## config.mk

```make
export PLATFORM = sky130hd
export DESIGN_NAME = rx_tlp_fsm
export DESIGN_NICKNAME = d
export VERILOG_FILES = /design/src/rtl/rx_tlp_fsm.sv
export SDC_FILE = /design/constraint.sdc
export NUM_CORES = 1
export LEC_CHECK = 0
export CORE_AREA = 2 2 39 41
export CTS_BUF_LIST = sky130_fd_sc_hd__clkbuf_8
export CTS_CLUSTER_DIAMETER = 100
export CTS_CLUSTER_SIZE = 12
export DETAILED_ROUTE_END_ITERATION = 7
export DIE_AREA = 0 0 41 43
export PLACE_DENSITY_LB_ADDON = 0.05
export SLEW_MARGIN = 20
export SYNTH_ARGS = -nofsm -noshare
export SYNTH_HDL_FRONTEND = slang
export SYNTH_SLANG_ARGS = --single-unit
```

## constraint.sdc

```tcl
create_clock -name rx_clk -period 2.05 [get_ports rx_clk]
set_input_delay 0.41 -clock rx_clk [delete_from_list [all_inputs] [get_ports rx_clk]]
set_output_delay 0.41 -clock rx_clk [all_outputs]
set_load 0.02 [all_outputs]
```

## src/rtl/rx_tlp_fsm.sv

```systemverilog
// rx_tlp_fsm
//   Control FSM for the PCIe receive path. Tracks TLP beats arriving on the
//   64-bit AXI-Stream RX interface and classifies each 3DW-header TLP as a
//   read, a write or malformed, using the keep/last pattern of header beat 2.
//   It drives the engine's register-load select so that rx_data is captured
//   on the same edge that a beat is accepted. It throttles rx_ready against
//   the OCP side and, for reads, pushes the captured header to the TX header
//   FIFO so that a completion can be built.
//
// Ports
//   rx_clk               : clock, all state changes on its rising edge
//   rx_reset             : asynchronous, active-low reset
//   rx_valid             : AXI RX beat valid
//   rx_keep              : AXI RX byte enables of the current beat
//   rx_last              : AXI RX last beat of the TLP
//   rx_ready             : AXI RX ready (forced low while in reset)
//   tx_header_fifo_ready : TX header FIFO can accept
//   tx_header_fifo_valid : header push request, high only while a completion waits
//   ocp_ready            : OCP side can accept a data-carrying beat
//   optype               : 00 none, 01 read, 10 write, 11 malformed (registered)
//   ocp_reg_ctl          : 000 IDLE, 001 H1, 010 H2, 011 DATA3, 100 DATA4 (Mealy)
module rx_tlp_fsm #(
  parameter int keep_width = 8
) (
  input  logic                  rx_clk,
  input  logic                  rx_reset,
  input  logic                  rx_valid,
  input  logic [keep_width-1:0] rx_keep,
  input  logic                  rx_last,
  output logic                  rx_ready,
  input  logic                  tx_header_fifo_ready,
  output logic                  tx_header_fifo_valid,
  input  logic                  ocp_ready,
  output logic [1:0]            optype,
  output logic [2:0]            ocp_reg_ctl
);

  typedef enum logic [2:0] {
    S_HDR1    = 3'd0,
    S_HDR2    = 3'd1,
    S_DATA    = 3'd2,
    S_CPL     = 3'd3,
    S_DISCARD = 3'd4
  } state_t;

  localparam logic [2:0] CTL_IDLE  = 3'b000;
  localparam logic [2:0] CTL_H1    = 3'b001;
  localparam logic [2:0] CTL_H2    = 3'b010;
  localparam logic [2:0] CTL_DATA3 = 3'b011;
  localparam logic [2:0] CTL_DATA4 = 3'b100;

  localparam logic [1:0] OP_NONE  = 2'b00;
  localparam logic [1:0] OP_READ  = 2'b01;
  localparam logic [1:0] OP_WRITE = 2'b10;
  localparam logic [1:0] OP_BAD   = 2'b11;

  // A read header's second beat carries only the third header DW (low half
  // of the beat); a write's second beat also carries the first data DW.
  localparam logic [keep_width-1:0] KEEP_HALF =
    {{(keep_width/2){1'b0}}, {(keep_width/2){1'b1}}};
  localparam logic [keep_width-1:0] KEEP_FULL = {keep_width{1'b1}};

  state_t     r_state;
  logic [1:0] r_optype;

  logic w_stateReady;
  logic w_accept;
  logic w_keepHalf;
  logic w_keepFull;

  assign w_keepHalf = (rx_keep == KEEP_HALF);
  assign w_keepFull = (rx_keep == KEEP_FULL);

  // Ready as seen by the current state; beats that must reach the OCP side
  // are throttled by ocp_ready, and nothing is accepted while a completion
  // header waits for the TX FIFO.
  always_comb begin
    w_stateReady = 1'b0;
    case (r_state)
      S_HDR1:    w_stateReady = 1'b1;
      S_HDR2:    w_stateReady = ocp_ready;
      S_DATA:    w_stateReady = ocp_ready;
      S_CPL:     w_stateReady = 1'b0;
      S_DISCARD: w_stateReady = 1'b1;
      default:   w_stateReady = 1'b0;
    endcase
  end

  // Reset gates ready directly so nothing is handshaken during reset.
  assign rx_ready             = rx_reset & w_stateReady;
  assign w_accept             = rx_valid & rx_ready;
  assign tx_header_fifo_valid = (r_state == S_CPL);
  assign optype               = r_optype;

  // Register-load select is issued only on an accepted beat, so the engine
  // can capture rx_data on the very edge that completes the handshake.
  always_comb begin
    ocp_reg_ctl = CTL_IDLE;
    if (w_accept) begin
      case (r_state)
        S_HDR1: ocp_reg_ctl = rx_last ? CTL_IDLE : CTL_H1;
        S_HDR2: begin
          if ((w_keepHalf && rx_last) || w_keepFull) ocp_reg_ctl = CTL_H2;
          else                                       ocp_reg_ctl = CTL_IDLE;
        end
        S_DATA:  ocp_reg_ctl = rx_last ? CTL_DATA4 : CTL_DATA3;
        default: ocp_reg_ctl = CTL_IDLE;
      endcase
    end
  end

  // State and TLP classification. A malformed header beat 2 that is not
  // last sends the rest of the TLP to S_DISCARD so its data is not loaded.
  always_ff @(posedge rx_clk or negedge rx_reset) begin
    if (!rx_reset) begin
      r_state  <= S_HDR1;
      r_optype <= OP_NONE;
    end else begin
      case (r_state)
        S_HDR1: begin
          if (w_accept) begin
            if (rx_last) begin
              r_optype <= OP_BAD;
            end else begin
              r_optype <= OP_NONE;
              r_state  <= S_HDR2;
            end
          end
        end
        S_HDR2: begin
          if (w_accept) begin
            if (w_keepHalf && rx_last) begin
              r_optype <= OP_READ;
              r_state  <= S_CPL;
            end else if (w_keepFull) begin
              r_optype <= OP_WRITE;
              r_state  <= rx_last ? S_HDR1 : S_DATA;
            end else begin
              r_optype <= OP_BAD;
              r_state  <= rx_last ? S_HDR1 : S_DISCARD;
            end
          end
        end
        S_DATA: begin
          if (w_accept && rx_last) r_state <= S_HDR1;
        end
        S_CPL: begin
          if (tx_header_fifo_ready) r_state <= S_HDR1;
        end
        S_DISCARD: begin
          if (w_accept && rx_last) r_state <= S_HDR1;
        end
        default: r_state <= S_HDR1;
      endcase
    end
  end

endmodule

```

==> flow_summary.yaml <==
synth:
  yosysWarningCount: 0
  syn_inst: 51
  postSynthNetCount: 65
  synth_edf_count: 0
  syn-cell-area_sq_um: 438
  synth-main-ff-cell: "dfrtp_1"
  synth_seq_area_share_pct: 28.6
  ys_ff_latch: 5
  async_flop_share_pct: 100
  synth.avg_cell_area_sq_um: 8.59
  synth_cell_type_count: 31
timing:
  hold_slack_ns: 0.219
  fin_crit_ns: 2.12
  setup_ws_ns: -0.0689
  finalMaxSlewViolations: 0
  setup_violations: 2
  rsz0062_at_grt: "true"
  tightest_slew_ns: 0.310
  fmax_mhz: 472
  fin_crit_sh_pct: 103
  slew_headroom_pct: 79.3
  skew_ns: 0.00228
  hold_viol: 0
cts:
  clk_latency_ns: 0.22
  h-tree-depth: 1
  clkTransAtPathRegs_ns: 0.04
  cts_tree: "yes"
  clock_sinks: 5
  cts_buffers: 3
  cts_buffer_depth: 2
  cts_hold_buf: 0
  root_buffer: "clkbuf_8"
finish:
  diodes: 0
  layout-drive-gt1-share_pct: 39.8
  syn2layout_area_growth_pct: 88.9
  final_cells: 104
  fin_nets: 103
placed_design:
  place.gp.congestion: 0.729
  dp_hpwl_microns: 839
  dp_cells: 98
  port_buffers: 20
power:
  max-vdd-ir-drop_mv: 0.770
  leakagePower_nw: 0.414
  power_density_nw_per_um2: 893
  power_mw: 0.739
drt:
  drt_pass1_iterations: 4
  num_vias: 512
  drc_errors: 0
  wl_per_cell_microns: 11.0
  wl_microns: 1140
  vias_per_cell: 4.92
  first_iter_violations: 5
  drtAntennaViolNets: 0
critical_path:
  critPathMaxFanout: 4
  rr_startpoint: "r_state[1]"
  cp_data_arrival_time_ns: 1.71
  required_ns: 1.64
  r2r_slack_ns: 0.14
  start_kind: "flop"
  worstReg2RegEnd: "optype[0]"
  path_buf_inv: 1
  path_delay_family: "simple AND/OR/NAND/NOR gates"
  reg2reg_depth: 6
  end_kind: "output pin"
  slowest_stage: "dfrtp_1"
  worstPathCellList: "maj3_2 > or3_4 > nor4bb_4 > buf_4"
  worstSetupPathType: "reg2out"
  slowest_delay_ns: 0.37
outcome:
  status: "finished, violations left"
  violations: "setup timing"
global_route:
  grt-ovfl-total: 0
  grt_max_degree: 11
  first_global_vias: 476
  grt_pass1_wl_microns: 1810
  track_usage_pct: 15.2
  grt_antenna_before_repair: 0
worst_hold_path:
  worstHoldPathType: "in2async"
die:
  fp.dieArea_sq_um: 1760
  rows: 14
  start_util_pct: 31.6
  ios: 21
  core_sq_um: 1380
  fp.dieH_microns: 43
  fp.dieW_microns: 41
flow_run:
  maxCapViolCount: 0
==> report_power, final <==
| group | leakage (nW) | switching [mW] | internal, mW |
|---|---|---|---|
| clock network | 0.0269 | 0.0453 | 0.128 |
| logic | 0.325 | 0.188 | 0.218 |
| registers | 0.0619 | 0.0223 | 0.137 |
==> sequential cells by signal (all words and copies together) (netlist names) <==
| register | flops |
|---|---|
| optype | 2 |
| r_state | 3 |
==> cells in the mapped netlist (2+ instances only) <==
| cell type | number | area share [%] |
|---|---|---|
| inv_1 | 2 | 1.7 |
| a21oi_1 | 2 | 2.3 |
| mux2_2 | 3 | 7.7 |
| o21ai_1 | 2 | 2.3 |
| nor2_1 | 5 | 4.3 |
| nor2b_1 | 4 | 5.7 |
| maj3_1 | 2 | 4.6 |
| nand2_1 | 4 | 3.4 |
| dfrtp_1 | 5 | 29 |
==> cell type report <==
cell class              count  area (sq um)
well taps                  16          20.0
fillers                   145           557
inverters                   2          7.51
repair buffers             36           314
flip-flops and latches      5           125
clock buffers               3          41.3
clock inverters             1          3.75
multi-input cells          41           315
==> per-layer routing <==
metal / global-route usage (%) / wire (microns) / vias up
met2: 24.7 / 593 / 15
li1: - / - / 255
met1: 17.5 / 499 / 242
met5: 0 / 0 / -
met3: 6.28 / 49 / 0
met4: 4.00 / 0 / 0
==> stage by stage <==
step / worst slack [ns] / util (%) / TNS, ns / instance area, sq um
2_1_floorplan: -0.0318 / - / -0.0318 / 453
4_1_cts: -0.150 / 58.0 / -0.212 / 803
6_report: -0.0689 / 59.8 / -0.0824 / 827
5_1_grt: -0.136 / 59.8 / -0.209 / 827
3_3_place_gp: -0.946 / 54.5 / -4.43 / 754
3_5_place_dp: -0.986 / 54.5 / -4.69 / 754
==> kinds of logic (layout without fill, tap and decap cells) <==
kind of cell	after synthesis	in the layout	share of synthesized area, %
buffers and inverters	5	42	7.14
AND/OR/NAND/NOR	26	26	36.0
AO/OA/AOI/OAI	9	9	13.7
multiplexers	4	4	10.0
adder cells (fa/ha/maj)	2	2	4.57
flip-flops	5	5	28.6
==> worst max-delay path by stage <==
stage | cells past startpoint | start | slack, ns | end
after CTS | 4 | r_state[0] | -0.15 | ocp_reg_ctl[2]
after global placement | 6 | ocp_ready | -0.95 | ocp_reg_ctl[2]
final | 4 | r_state[1] | -0.07 | ocp_reg_ctl[2]
after global routing | 4 | r_state[0] | -0.14 | ocp_reg_ctl[2]
after floorplan | 4 | ocp_ready | -0.03 | ocp_reg_ctl[0]
after detailed placement | 6 | ocp_ready | -0.99 | ocp_reg_ctl[2]
==> layout by cell type, fill, tap and decap left out, drive strengths merged, types with 3 or more instances in the layout <==
cell	n
buf	20
clkbuf	3
clkdlybuf4s50	8
dfrtp	5
dlygate4sd2	4
dlymetal6s2s	4
inv	3
mux2	3
nand2	4
nor2	6
nor2b	5
==> worst register-to-register path, cell delays in order, from the launching register on <==
cell     delay [ns]
dfrtp_1        0.37
maj3_2         0.31
or3_4          0.37
buf_4          0.15
buf_4          0.12
nor2_2         0.12
mux2_2         0.35
==> timing repair <==
| item | CTS | global route |
|---|---|---|
| setup buffers | 1 | 1 |
| setup endpoints to repair | 10 | 3 |
| pin swaps | 4 | 6 |
| resized for setup | 29 | 5 |
Note: power is estimated with default switching activity, not from simulation.
